--- src/rtl/uo_arb_pkg.sv ---
// Shared types and width helpers for the uo_out port arbiter.
package uo_arb_pkg;

  typedef enum logic [0:0] {
    ST_IDLE,
    ST_HOLD
  } arb_state_e;

  function automatic int unsigned cnt_width(input int unsigned hold_cycles);
    return $clog2(hold_cycles + 1);
  endfunction

  function automatic int unsigned owner_width(input int unsigned n_req);
    return $clog2(n_req);
  endfunction

endpackage

--- src/rtl/rr_picker.sv ---
// Combinational round-robin picker: first set request after index last_i, wrapping.
module rr_picker
  import uo_arb_pkg::*;
#(
  parameter int unsigned N_REQ = 4,
  parameter int unsigned OW    = owner_width(N_REQ)
) (
  input  logic [N_REQ-1:0] req_masked_i,
  input  logic [OW-1:0]    last_i,
  output logic             any_o,
  output logic [OW-1:0]    idx_o,
  output logic [N_REQ-1:0] onehot_o
);

  logic [OW-1:0] pos;

  always_comb begin
    any_o    = 1'b0;
    idx_o    = '0;
    onehot_o = '0;
    pos      = '0;
    for (int unsigned k = 1; k <= N_REQ; k++) begin
      pos = OW'((32'(last_i) + k) % N_REQ);
      if (!any_o && req_masked_i[pos]) begin
        any_o = 1'b1;
        idx_o = pos;
      end
    end
    onehot_o[idx_o] = any_o;
  end

endmodule

--- src/rtl/uo_port_arbiter.sv ---
// Round-robin arbiter sharing the dedicated output port; each granted word is
// held on the port for HOLD_CYCLES cycles before the next arbitration.
module uo_port_arbiter
  import uo_arb_pkg::*;
#(
  parameter int unsigned   N_REQ       = 4,
  parameter int unsigned   DW          = 8,
  parameter int unsigned   HOLD_CYCLES = 4,
  parameter logic [DW-1:0] IDLE_VALUE  = '0
) (
  input  logic                           clk_i,
  input  logic                           rst_i,
  input  logic [N_REQ-1:0]               req_i,
  input  logic [N_REQ*DW-1:0]            data_i,
  output logic [N_REQ-1:0]               gnt_o,
  output logic [DW-1:0]                  port_out_o,
  output logic                           port_oe_o,
  output logic                           busy_o,
  output logic [owner_width(N_REQ)-1:0]  owner_o
);

  localparam int unsigned   OW      = owner_width(N_REQ);
  localparam int unsigned   CW      = cnt_width(HOLD_CYCLES);
  localparam logic [CW-1:0] CntLoad = CW'(HOLD_CYCLES - 1);
  localparam logic [OW-1:0] LastRst = OW'(N_REQ - 1);

  arb_state_e       state_q, state_d;
  logic [CW-1:0]    cnt_q, cnt_d;
  logic [DW-1:0]    port_q, port_d;
  logic [OW-1:0]    owner_q, owner_d;
  logic [OW-1:0]    last_q, last_d;
  logic [N_REQ-1:0] gnt_q, gnt_d;

  logic             arb_event;
  logic [N_REQ-1:0] req_masked;
  logic             win_any;
  logic [OW-1:0]    win_idx;
  logic [N_REQ-1:0] win_onehot;
  logic [DW-1:0]    words [N_REQ];

  for (genvar i = 0; i < N_REQ; i++) begin : g_words
    assign words[i] = data_i[i*DW +: DW];
  end

  assign arb_event = (state_q == ST_IDLE) || (cnt_q == '0);
  // gnt_q is only ever set for the owner; drop its stale level in the grant cycle.
  assign req_masked = req_i & ~gnt_q;

  rr_picker #(
    .N_REQ (N_REQ),
    .OW    (OW)
  ) u_picker (
    .req_masked_i (req_masked),
    .last_i       (last_q),
    .any_o        (win_any),
    .idx_o        (win_idx),
    .onehot_o     (win_onehot)
  );

  always_ff @(posedge clk_i) begin
    if (rst_i) begin
      state_q <= ST_IDLE;
      cnt_q   <= '0;
      port_q  <= IDLE_VALUE;
      owner_q <= '0;
      last_q  <= LastRst;
      gnt_q   <= '0;
    end else begin
      state_q <= state_d;
      cnt_q   <= cnt_d;
      port_q  <= port_d;
      owner_q <= owner_d;
      last_q  <= last_d;
      gnt_q   <= gnt_d;
    end
  end

  always_comb begin
    state_d = state_q;
    if (arb_event) begin
      state_d = win_any ? ST_HOLD : ST_IDLE;
    end
  end

  always_comb begin
    cnt_d   = cnt_q;
    port_d  = port_q;
    owner_d = owner_q;
    last_d  = last_q;
    gnt_d   = '0;
    if (arb_event) begin
      if (win_any) begin
        cnt_d   = CntLoad;
        port_d  = words[win_idx];
        owner_d = win_idx;
        last_d  = win_idx;
        gnt_d   = win_onehot;
      end else begin
        cnt_d  = '0;
        port_d = IDLE_VALUE;
      end
    end else begin
      cnt_d = cnt_q - CW'(1);
    end
  end

  assign gnt_o      = gnt_q;
  assign port_out_o = port_q;
  assign port_oe_o  = (state_q == ST_HOLD);
  assign busy_o     = (state_q == ST_HOLD);
  assign owner_o    = owner_q;

endmodule
--- config.mk ---
export PLATFORM = sky130hd
export DESIGN_NAME = uo_port_arbiter
export DESIGN_NICKNAME = d
export VERILOG_FILES = /design/src/rtl/uo_arb_pkg.sv /design/src/rtl/rr_picker.sv /design/src/rtl/uo_port_arbiter.sv
export SDC_FILE = /design/constraint.sdc
export NUM_CORES = 1
export LEC_CHECK = 0
export CAP_MARGIN = 15
export CORE_MARGIN = 2
export CORE_UTILIZATION = 40
export DETAILED_ROUTE_END_ITERATION = 6
export DONT_BUFFER_PORTS = 1
export GPL_TIMING_DRIVEN = 0
export MAX_ROUTING_LAYER = met4
export SETUP_SLACK_MARGIN = 0.15
export SYNTH_ARGS = -nofsm -noshare
export SYNTH_HDL_FRONTEND = slang
export SYNTH_SLANG_ARGS = --single-unit
--- constraint.sdc ---
create_clock -name clk_i -period 4.7 [get_ports clk_i]
set_clock_uncertainty 0.1 [all_clocks]
set_input_delay 1.175 -clock clk_i [delete_from_list [all_inputs] [get_ports clk_i]]
set_output_delay 1.175 -clock clk_i [all_outputs]
set_load 0.02 [all_outputs]
## Word level (Yosys, flattened, before mapping)

Cells that the tools add are included.
Widths: inputs -> output; s select.

| operators by class | value |
|---|---|
| $add $sub $neg | 5 |
| equal/unequal tests | 0 |
| div/mod/pow operators | 0 |
| magnitude comparators | 7 |
| bitwise operators | 7 |
| reduce and logical (&&, ||, !) cells | 11 |
| multiply operators | 0 |
| muxes and demuxes | 25 |
| shift operators | 0 |

Operator list:

| kind | count |
|---|---|
| $mux 8 | 3 |
| $bmux 8 s2 | 1 |
| $lt 2x3->1 const B | 5 |
| $mux 1 | 10 |
| $mux 2 | 5 |
| $and 4x4->4 | 2 |
| $bmux 1 s2 | 4 |
| $add 2x1->2 const B | 2 |
| $add 2x2->2 const B | 2 |
| $logic_and 1x1->1 | 4 |
| $not 4->4 | 1 |
| $ge 3x3->1 const B | 1 |
| $logic_not 1->1 | 3 |
| $logic_not 3->1 | 1 |
| $mux 3 | 1 |
| $not 1->1 | 3 |
| $not 2->3 | 1 |
| $reduce_or 3->1 | 1 |
| $sub 3x1->3 const B | 1 |
| $demux 1 s2 | 1 |
| $ge 2x1->1 const B | 1 |
| $reduce_and 2->1 | 1 |
| $logic_or 1x1->1 | 1 |

| storage, ports and cells | value |
|---|---|
| input bits | 38 |
| bits in latches | 0 |
| logic and storage cells | 61 |
| RAM bits | 0 |
| memories | 0 |
| output and inout bits | 16 |
| ROM bits | 0 |
| register bits after elaboration | 20 |

## Logic depth before layout (Yosys ltp)

Gate-level depths: netlist of run 1.

| logic depth | value |
|---|---|
| depth in word-level cells | 19 |
| gate-level depth with buffers | 8 |
| mapped depth without buffers | 8 |

## Hierarchy

A second synthesis of run 1 with hierarchy kept.

| second synthesis, totals | value |
|---|---|
| cell total of the unflattened synthesis | 105 |
| area, all modules | 1092.3 µm² |

Modules (own cells, without submodules):

| module | cells an instance | area each (µm²) | times used | seq. area each (µm²) |
|---|---|---|---|---|
| uo_port_arbiter | 75 | 890.9 | 1 | 400.4 |
| rr_picker | 30 | 201.4 | 1 | 0.0 |

## Least setup slack after synthesis of run 1

OpenSTA, ideal clock, no wires.

| path | value |
|---|---|
| kind | in2reg |
| from | input port req_i[1] |
| to | register port_q[7] (netlist: port_out_o[7]) |
| stages | 6 |
| data required time | 4.472 ns |
| buffers on the path | 1 |
| arrival time | 2.254 ns |
| setup slack | 2.218 ns |
| setup time | 0.128 ns |
| cells stage by stage | or3b_1 a21oi_1 nand3b_2 buf_8 mux2i_1 o221ai_2 |

| between the ends | value |
|---|---|
| cells in the longest elaborated chain, start to end | 18 |
| elaborated cells on any way between the ends | 28 |
| those cells by class | mux (20); bitwise (2); reduce/logical (6) |

Ends and longest elaborated chain:

| what | RTL line | RTL |
|---|---|---|
| from (decl) | uo_port_arbiter.sv:13 | `input logic [N_REQ-1:0] req_i,` |
| $and 4x4->4 * | uo_port_arbiter.sv:47 | `assign req_masked = req_i & ~gnt_q;` |
| $bmux 1 s2 | rr_picker.sv:24 | `if (!any_o && req_masked_i[pos]) begin` |
| $mux 1 (implied by the code) | rr_picker.sv:24 |  |
| $mux 1 | rr_picker.sv:24 |  |
| $logic_not 1->1 | rr_picker.sv:24 |  |
| $logic_and 1x1->1 | rr_picker.sv:24 |  |
| $mux 1 | rr_picker.sv:24 |  |
| $logic_not 1->1 | rr_picker.sv:24 |  |
| $logic_and 1x1->1 | rr_picker.sv:24 |  |
| $mux 1 | rr_picker.sv:24 |  |
| $logic_not 1->1 | rr_picker.sv:24 |  |
| $logic_and 1x1->1 | rr_picker.sv:24 |  |
| $mux 2 | rr_picker.sv:24 |  |
| $not 2->3 (implied by the code) | uo_port_arbiter.sv:94 | `port_d = words[win_idx];` |
| $bmux 8 s2 | uo_port_arbiter.sv:94 |  |
| $mux 8 (implied by the code) (2 in a row) | uo_port_arbiter.sv:94 |  |
| $mux 8 * | uo_port_arbiter.sv:92 | `if (win_any) begin` |
| to (signal assigned) | uo_port_arbiter.sv:71 | `port_q <= port_d;` |
| to (decl) | uo_port_arbiter.sv:29 | `logic [DW-1:0] port_q, port_d;` |

Every way passes the cells marked *; elsewhere a longest branch is shown, timed or not. The select of a mux whose other input is x is not followed.
A chain may end at the register's enable or synchronous reset.

## Final worst setup path of run 1

| path | value |
|---|---|
| from | input port req_i[3] |
| to | register port_q[5] (netlist: port_out_o[5]) |

The elaborated chain is that of the path after synthesis.

==> impl_metrics.ini, run 1 <==
[floorplanning]
die-height_um = 55.5
core_area_um2 = 2500
num_io_pins = 54
die-area_um2 = 3080
start_util_pct = 42.5
floorplan.die.width_um = 55.5
site_rows = 18

[logic_synthesis]
yosys.area.top_type = sky130_fd_sc_hd__dfxtp_1
yosys.area.top_type_share_pct = 37.7
synth.lib_cells_used.distinct = 34
ys.flop_type = sky130_fd_sc_hd__dfxtp_1
yosysWarnings = 0
synth.most_common_cell = sky130_fd_sc_hd__dfxtp_1
synth.cells.most_frequent = 20 x sky130_fd_sc_hd__dfxtp_1, 16 x sky130_fd_sc_hd__mux2i_1, 11 x sky130_fd_sc_hd__nand2_1, 8 x sky130_fd_sc_hd__nor2_1
synth_seq_area_share_pct = 37.7
async_reset_ff_share_pct = 0
syn_area_um2 = 1060
postSynthCellCount = 114
post_synth_main_area_contributors = sky130_fd_sc_hd__dfxtp_1 38%, sky130_fd_sc_hd__mux2i_1 15%, sky130_fd_sc_hd__o221ai_1 5.8%, sky130_fd_sc_hd__nor2b_1 4.1%, sky130_fd_sc_hd__nand2_1 3.9%
avgSynthCellArea_um2 = 9.32
post_synthesis_net_count = 154
ys_ff_latch = 20
synth_edf_count = 0

[route]
drt_pre_antenna_iters = 4
drcViolationCount = 0
via_count = 871
avgRoutedWirePerCell_um = 15.7
routed_antenna_nets = 0
totalWireLength_um = 2310
detail_route.iter0.violations = 28
vias_per_cell = 5.93

[timing]
worstMarginPinSlew_ps = 613
finalWorstPathRequiredPeriod_ps = 2370
worst_hold_slack_ps = 335
relSlewSlack_pct = 59.0
grt_setup_unrepaired = false
report.final.setup_viol = 0
final_hold_vios = 0
total_neg_setup_slack_ps = 0
fmax_mhz = 421
min_period_over_period_pct = 50.5
slew_viol_final = 0

[clock_network]
cts_root_buf = sky130_fd_sc_hd__clkbuf_4
worst_setup_hold_path_clk_slew_ps = 100
tritoncts.num_buffers = 3
cts.repair.resized = 0
clock_tree.buffer_depth = 2
clkSinkCount = 20
cts_tree = done
htreeDepth = 1
cts_setup_buffers = 0
number_of_hold_buffers_added_after_cts = 0
worst_skew_pair_latency_ps = 290

[global_route]
number_of_antenna_violations_at_the_first_check_in_global_routing = 0
globalRouteMet2Util_pct = 25.9
grt_overflow_total = 0
groute.layer.met1.usage_pct = 19.8
grt-busiest-layer = met2
first_pass_grt_wire_length_um = 3880
grt_util_all_layers_pct = 16.0
first_global_vias = 838
use_met3_pct = 4.92
grt_max_degree = 11

[min_path]
min-delay-start = cnt_q[0]
whs_endpoint = cnt_q[0]
hold_class = reg -> reg
min_delay_path_depth = 1

[job]
drv_cap = 0

[setup_path]
worst-endpoint-arrival_ps = 2440
crit_fanout = 10
cp_slowest_stage_delay_ps = 590
worstSetupStartpointType = input pin
slowest_stage = sky130_fd_sc_hd__o41ai_2
reg2reg_end = port_out_o[5]
critical_path.cell_chain = nor2b_1 > o41ai_2 > a211o_1 > buf_2 > o221ai_1
path_buf_inv = 1
rr_startpoint = gnt_o[3]
reg2reg_depth = 5
end_kind = flop
r2r_slack_ps = 2720
path_class = in -> reg
cp_data_required_time_ps = 4770
worst_path_dominant_cell_family = compound AO/OA/AOI/OAI gates

[pwr]
design_power_total_mw = 0.461
ir_worst_vdd_uv = 222
leakage_nw = 0.465
swShare_pct = 36.8
pwr-share-comb_pct = 29.8
power_frac_seq_pct = 53.2
cellPowerDensity_nw_per_um2 = 410
net_switching_power_mw = 0.170
p_clk_share_pct = 17.1
cellInternalPower_mw = 0.291

[placed_design]
post-dp-hpwl_um = 1790
dpl_cell_area_um2 = 1100
portBuffers = 0
gp_congestion = 0.737

[cells_and_area]
syn2layout_area_growth_pct = 5.65
n_antenna_cell = 0
final_layout_size_suffix_gt1_share_pct = 10.3
final_core_utilization_pct = 44.9
fin_area_um2 = 1120
finalNetCount = 159

[status]
run_status = complete, no violations
==> cell type report <==
type                            instances  area (um^2)
Tap cell                               30         37.5
Inverter                                5         18.8
Buffer                                  5         42.5
Sequential cell                        20          400
Clock buffer                            3         22.5
Fill cell                             255         1380
Multi-Input combinational cell         84          601
==> power by group through the flow <==
stage          Combinational, mW  Clock [mW]  Sequential, mW
2_1_floorplan              0.117           0           0.243
3_3_place_gp               0.133           0           0.249
3_5_place_dp               0.139           0           0.249
4_1_cts                    0.139      0.0816           0.246
5_1_grt                    0.153      0.0924           0.249
6_report                   0.137      0.0786           0.245
==> how the worst max path moves through the flow <==
stage / start / end / depth (start not counted)
6_report: req_i[3] / port_out_o[5] / 5
4_1_cts: req_i[3] / port_out_o[5] / 5
2_1_floorplan: req_i[1] / port_out_o[7] / 6
3_3_place_gp: req_i[3] / port_out_o[5] / 5
3_5_place_dp: req_i[3] / port_out_o[5] / 5
5_1_grt: req_i[3] / port_out_o[3] / 5
==> flip-flops by register name (all words and copies together) (netlist names) <==
name,count
port_out_o,8
gnt_o,4
cnt_q,3
last_q,2
owner_o,2
busy_o,1
==> stage by stage <==
step	cells	setup WS [ps]
floorplan	114	2220
global placement	144	2060
detailed placement	144	2020
CTS	147	2340
global route	147	2240
finish	147	2330
==> cells in the final DEF (no fill, tap or decap), drive strengths merged <==
cell,n
a32oi,1
nand3,2
inv,5
nor3,2
o21ai,1
or3b,1
ha,2
o22ai,2
o41ai,1
a21o,1
mux2i,16
nand2b,5
nor3b,1
nor2,8
nand2,11
nand3b,2
clkbuf,4
buf,4
a211o,2
nor4,1
o211ai,1
a22oi,1
nor2b,7
a21oi,7
o221ai,8
dfxtp,20
o21bai,1
==> per-layer routing <==
| metal | vias to the layer above | wire length, um |
|---|---|---|
| met2 | 50 | 1150 |
| met5 | - | 0 |
| met1 | 397 | 945 |
| li1 | 419 | - |
| met3 | 5 | 197 |
| met4 | 0 | 21 |
==> cell families (layout without fill, tap and decap cells) <==
| family | after synthesis | after routing | synth area share, % |
|---|---|---|---|
| simple gates | 40 | 40 | 20.0 |
| compound gates | 26 | 26 | 19.1 |
| fa+ha+maj | 2 | 2 | 2.36 |
| buf+inv | 10 | 13 | 5.77 |
| flops | 20 | 20 | 37.7 |
| mux | 16 | 16 | 15.1 |
Power figures use the tool's default switching activity.
==> inputs of run 2 (changes only) <==
==> constraint.sdc (replaced) <==
create_clock -name clk_i -period 1.94 [get_ports clk_i]
set_clock_uncertainty 0.1 [all_clocks]
set_input_delay 0.485 -clock clk_i [delete_from_list [all_inputs] [get_ports clk_i]]
set_output_delay 0.485 -clock clk_i [all_outputs]
set_load 0.02 [all_outputs]
==> impl_metrics.ini, run 2 (same netlist as run 1, synthesis figures left out) <==
[cells_and_area]
layout_commonest_cell = sky130_fd_sc_hd__dfxtp_1
final-instance-count-excl-fill = 149
syn2layout_area_growth_pct = 16.4
n_antenna_cell = 0
multiInputGateArea_um2 = 673
register_area_um2 = 412
finalNetCount = 161
n_fill_cell = 241
final_layout_size_suffix_gt1_share_pct = 24.4
final_cell_mix = 15 x sky130_fd_sc_hd__dfxtp_1, 13 x sky130_fd_sc_hd__mux2i_1, 11 x sky130_fd_sc_hd__nand2_1, 7 x sky130_fd_sc_hd__nor2_1, 7 x sky130_fd_sc_hd__o221ai_1
largest_register_ffs = 8

[setup_path]
worstSetupStartpointType = flop
worst-endpoint-arrival_ps = 1930
critical_path.cell_chain = or3b_4 > a21oi_2 > nand3b_4 > buf_8 > mux2i_1 > o221ai_1
crit_fanout = 8
cp_data_required_time_ps = 2030
slowest_stage = sky130_fd_sc_hd__dfxtp_4
path_class = reg -> reg
cp_slowest_stage_delay_ps = 400
end_kind = flop

[route]
drt_pre_antenna_iters = 4
avgRoutedWirePerCell_um = 16.3
routed_antenna_nets = 0
detail_route.iter0.violations = 6
drcViolationCount = 0
vias_per_cell = 6.05
totalWireLength_um = 2430
via_count = 901

[global_route]
grt_util_all_layers_pct = 16.8
first_global_vias = 900
first_pass_grt_wire_length_um = 3970
number_of_antenna_violations_at_the_first_check_in_global_routing = 0
grt_overflow_total = 0
grt_max_degree = 11

[pwr]
cellPowerDensity_nw_per_um2 = 972
ir_worst_vdd_uv = 526
leakage_nw = 0.498
swShare_pct = 36.6
p_clk_share_pct = 16.4
power_frac_seq_pct = 49.5
net_switching_power_mw = 0.440
pwr-share-comb_pct = 34.1
design_power_total_mw = 1.20
cellInternalPower_mw = 0.762

[timing]
grt_setup_unrepaired = true
finalWorstPathRequiredPeriod_ps = 1840
min_period_over_period_pct = 95.1
fmax_mhz = 542
report.final.setup_viol = 0
total_neg_setup_slack_ps = 0
final_hold_vios = 0
worstMarginPinSlew_ps = 377
worst_hold_slack_ps = 275
relSlewSlack_pct = 74.8
slew_viol_final = 0

[clock_network]
cts_root_buf = sky130_fd_sc_hd__clkbuf_4
clkSinkCount = 20
worst_setup_hold_path_clk_slew_ps = 110
cts_tree = done
tritoncts.num_buffers = 3
htreeDepth = 1
worst_skew_pair_latency_ps = 300
clock_tree.buffer_depth = 2

[floorplanning]
core_area_um2 = 2500
die-area_um2 = 3080
start_util_pct = 42.5
die-height_um = 55.5
floorplan.die.width_um = 55.5
num_io_pins = 54
site_rows = 18

[placed_design]
post-dp-hpwl_um = 1770
portBuffers = 0
gp_congestion = 0.730
dp_cells = 144

[status]
run_status = complete, no violations

[job]
drv_cap = 0

[min_path]
hold_class = in -> reg
## run 2: critical path: cells and delay by family (launching register included)
family	cells	cell delay, ps
flip-flops	1	400
AO/OA/AOI/OAI	2	290
buffers and inverters	1	150
multiplexers	1	210
AND/OR/NAND/NOR	2	580
## run 2: cell type report
cell class	count	share of cell area [%]
Buffer	5	4.66
Clock buffer	3	1.82
Inverter	5	1.52
Multi-Input combinational cell	84	54.5
Sequential cell	20	33.3
Tap cell	30	3.04
Timing Repair Buffer	2	1.21
## run 2: metal layers
layer  global-route usage [%]  share of wire, %  wire length (um)
met1                     17.7                41               987
met2                     29.6                50              1220
met3                     5.39               8.0               195
met4                     5.23               1.3                31
met5                        -                 0                 0
## run 2: power groups by stage
stage | Clock (mW) | Sequential [mW] | Combinational, mW
after floorplan | 0 | 0.588 | 0.288
after global placement | 0 | 0.602 | 0.327
after detailed placement | 0 | 0.602 | 0.339
after CTS | 0.202 | 0.594 | 0.402
after global routing | 0.220 | 0.605 | 0.450
final | 0.198 | 0.594 | 0.410
## run 2: worst paths after layout
kind              slack (ps)            end       start  depth (start not counted)
setup / recovery         100  port_out_o[0]    gnt_o[1]                          6
hold / removal           280  port_out_o[7]  data_i[23]                          2
setup reg to reg         100  port_out_o[0]    gnt_o[1]                          6
hold reg to reg          350       cnt_q[0]    cnt_q[0]                          1
## run 2: through the flow
stage | util (%) | worst slack (ps) | cell area, um^2
after global placement | 44.3 | -27.1 | 1110
after global routing | 49.4 | 1.94 | 1240
after detailed placement | 44.3 | -52.5 | 1110
after CTS | 48.9 | 146 | 1220
after floorplan | - | 160 | 1070
final | 49.4 | 95.1 | 1240
## run 2: what timing repair did
item | CTS | global route
pin swaps | 0 | 3
cloned | 0 | 0
resized for setup | 21 | 4
endpoints found under the setup margin | 12 | 14
buffers inserted | 2 | 0
hold buffers | 0 | 0
==> inputs of run 3 (changes only) <==
--- a/config.mk
+++ b/config.mk
@@ -12,6 +12,7 @@
 export DONT_BUFFER_PORTS = 1
 export GPL_TIMING_DRIVEN = 0
 export MAX_ROUTING_LAYER = met4
+export PLACE_DENSITY = 0.56
 export SETUP_SLACK_MARGIN = 0.15
 export SYNTH_ARGS = -nofsm -noshare
 export SYNTH_HDL_FRONTEND = slang
==> impl_metrics.ini, run 3 (same netlist as run 1, synthesis figures left out) <==
[status]
run_status = complete, no violations

[global_route]
groute.layer.met1.usage_pct = 20.1
grt_util_all_layers_pct = 17.2
globalRouteMet2Util_pct = 28.6
grt-busiest-layer = met2
number_of_antenna_violations_at_the_first_check_in_global_routing = 0
first_global_vias = 869
grt_max_degree = 12
use_met3_pct = 3.98
first_pass_grt_wire_length_um = 4130
grt_overflow_total = 0

[clock_network]
clock_tree.buffer_depth = 2
worst_setup_hold_path_clk_slew_ps = 120
htreeDepth = 1
clkSinkCount = 20
cts_root_buf = sky130_fd_sc_hd__clkbuf_4
cts_tree = done
worst_skew_pair_latency_ps = 300
tritoncts.num_buffers = 3
number_of_hold_buffers_added_after_cts = 0

[route]
drt_pre_antenna_iters = 3
drcViolationCount = 0
totalWireLength_um = 2600
routed_antenna_nets = 0
detail_route.iter0.violations = 17
via_count = 909
vias_per_cell = 5.94
avgRoutedWirePerCell_um = 17.0

[pwr]
net_switching_power_mw = 0.476
ir_worst_vdd_uv = 559
leakage_nw = 0.524
p_clk_share_pct = 18.9
pwr-share-comb_pct = 35.6
cellInternalPower_mw = 0.845
power_frac_seq_pct = 45.4
design_power_total_mw = 1.32
cellPowerDensity_nw_per_um2 = 992
swShare_pct = 36.0

[timing]
report.final.setup_viol = 0
min_period_over_period_pct = 95.3
finalWorstPathRequiredPeriod_ps = 1850
total_neg_setup_slack_ps = 0
relSlewSlack_pct = 70.6
worstMarginPinSlew_ps = 440
final_hold_vios = 0
fmax_mhz = 541
slew_viol_final = 0
grt_setup_unrepaired = true

[setup_path]
cp_data_required_time_ps = 2030
slowest_stage = sky130_fd_sc_hd__or3b_4
reg2reg_end = port_out_o[2]
reg2reg_depth = 6
critical_path.cell_chain = or3b_4 > a21oi_2 > nand3b_4 > buf_8 > mux2i_1 > o221ai_1
worstSetupStartpointType = flop
worst-endpoint-arrival_ps = 1940
r2r_slack_ps = 90
cp_slowest_stage_delay_ps = 410
rr_startpoint = last_q[1]
end_kind = flop
crit_fanout = 8
path_class = reg -> reg

[min_path]
hold_class = in -> reg
min-delay-start = data_i[0]
min_delay_path_depth = 2
whs_endpoint = port_out_o[0]

[floorplanning]
site_rows = 18
core_area_um2 = 2500
start_util_pct = 42.5
floorplan.die.width_um = 55.5
die-area_um2 = 3080
die-height_um = 55.5
num_io_pins = 54

[placed_design]
portBuffers = 0
post-dp-hpwl_um = 1820
gp_congestion = 0.688

[job]
drv_cap = 0

[cells_and_area]
final_cell_mix = 15 x sky130_fd_sc_hd__dfxtp_1, 11 x sky130_fd_sc_hd__nand2_1, 10 x sky130_fd_sc_hd__mux2i_1, 6 x sky130_fd_sc_hd__a21oi_1, 6 x sky130_fd_sc_hd__buf_4
final_core_utilization_pct = 53.3
final_layout_size_suffix_gt1_share_pct = 33.3
n_antenna_cell = 0
largest_register_ffs = 8
syn2layout_area_growth_pct = 25.3
finalNetCount = 164
layout_commonest_cell = sky130_fd_sc_hd__dfxtp_1
run 3: power by group through the flow:
| stage | clock [mW] | combinational (mW) | sequential (mW) |
|---|---|---|---|
| 2_1_floorplan | 0 | 0.288 | 0.588 |
| 3_3_place_gp | 0 | 0.331 | 0.603 |
| 3_5_place_dp | 0 | 0.345 | 0.603 |
| 4_1_cts | 0.250 | 0.388 | 0.600 |
| 5_1_grt | 0.269 | 0.513 | 0.609 |
| 6_report | 0.250 | 0.471 | 0.600 |
run 3: layout make-up:
| class | count | area, um^2 |
|---|---|---|
| timing repair buffer | 5 | 55.1 |
| inverter | 5 | 18.8 |
| buffer | 5 | 53.8 |
| multi-input combinational | 84 | 721 |
| sequential | 20 | 409 |
| clock buffer | 4 | 36.3 |
| tap | 30 | 37.5 |
| fill | 230 | 1170 |
run 3: routing by layer:
metal | vias up | part of all wire [%]
met5 | - | 0
met4 | 0 | 1.4
met3 | 5 | 5.7
met2 | 35 | 51
met1 | 432 | 42
li1 | 437 | -
run 3: worst max-delay path: cells and delay by family (launching register included):
| kind | cells | cell delay, ps |
|---|---|---|
| AO/OA/AOI/OAI | 2 | 290 |
| AND/OR/NAND/NOR | 2 | 600 |
| flip-flops | 1 | 390 |
| buffers and inverters | 1 | 150 |
| multiplexers | 1 | 210 |
run 3: worst max-delay path by stage:
| stage | start | to | slack (ps) | cells after the start |
|---|---|---|---|---|
| floorplan | req_i[1] | port_out_o[7] | 160 | 6 |
| global placement | req_i[3] | port_out_o[6] | -40 | 5 |
| detailed placement | req_i[3] | port_out_o[2] | -100 | 5 |
| CTS | last_q[1] | port_out_o[4] | 110 | 6 |
| global route | last_q[1] | port_out_o[2] | 20 | 6 |
| finish | last_q[1] | port_out_o[2] | 90 | 6 |
run 3: repair_timing:
item	4_1_cts	5_1_grt
gates resized for setup	18	15
pin swaps	0	5
setup endpoints to repair	12	12
setup buffers	1	3
cloned	0	1
endpoints found under the hold margin	0	0
run 3: per-stage QoR:
stage,hold slack (ps),area [um^2],std cells,setup slack [ps]
global route,285,1330,153,15.3
CTS,284,1210,149,107
floorplan,306,1070,114,160
finish,276,1330,153,91.0
global placement,321,1110,144,-36.9
detailed placement,326,1110,144,-102
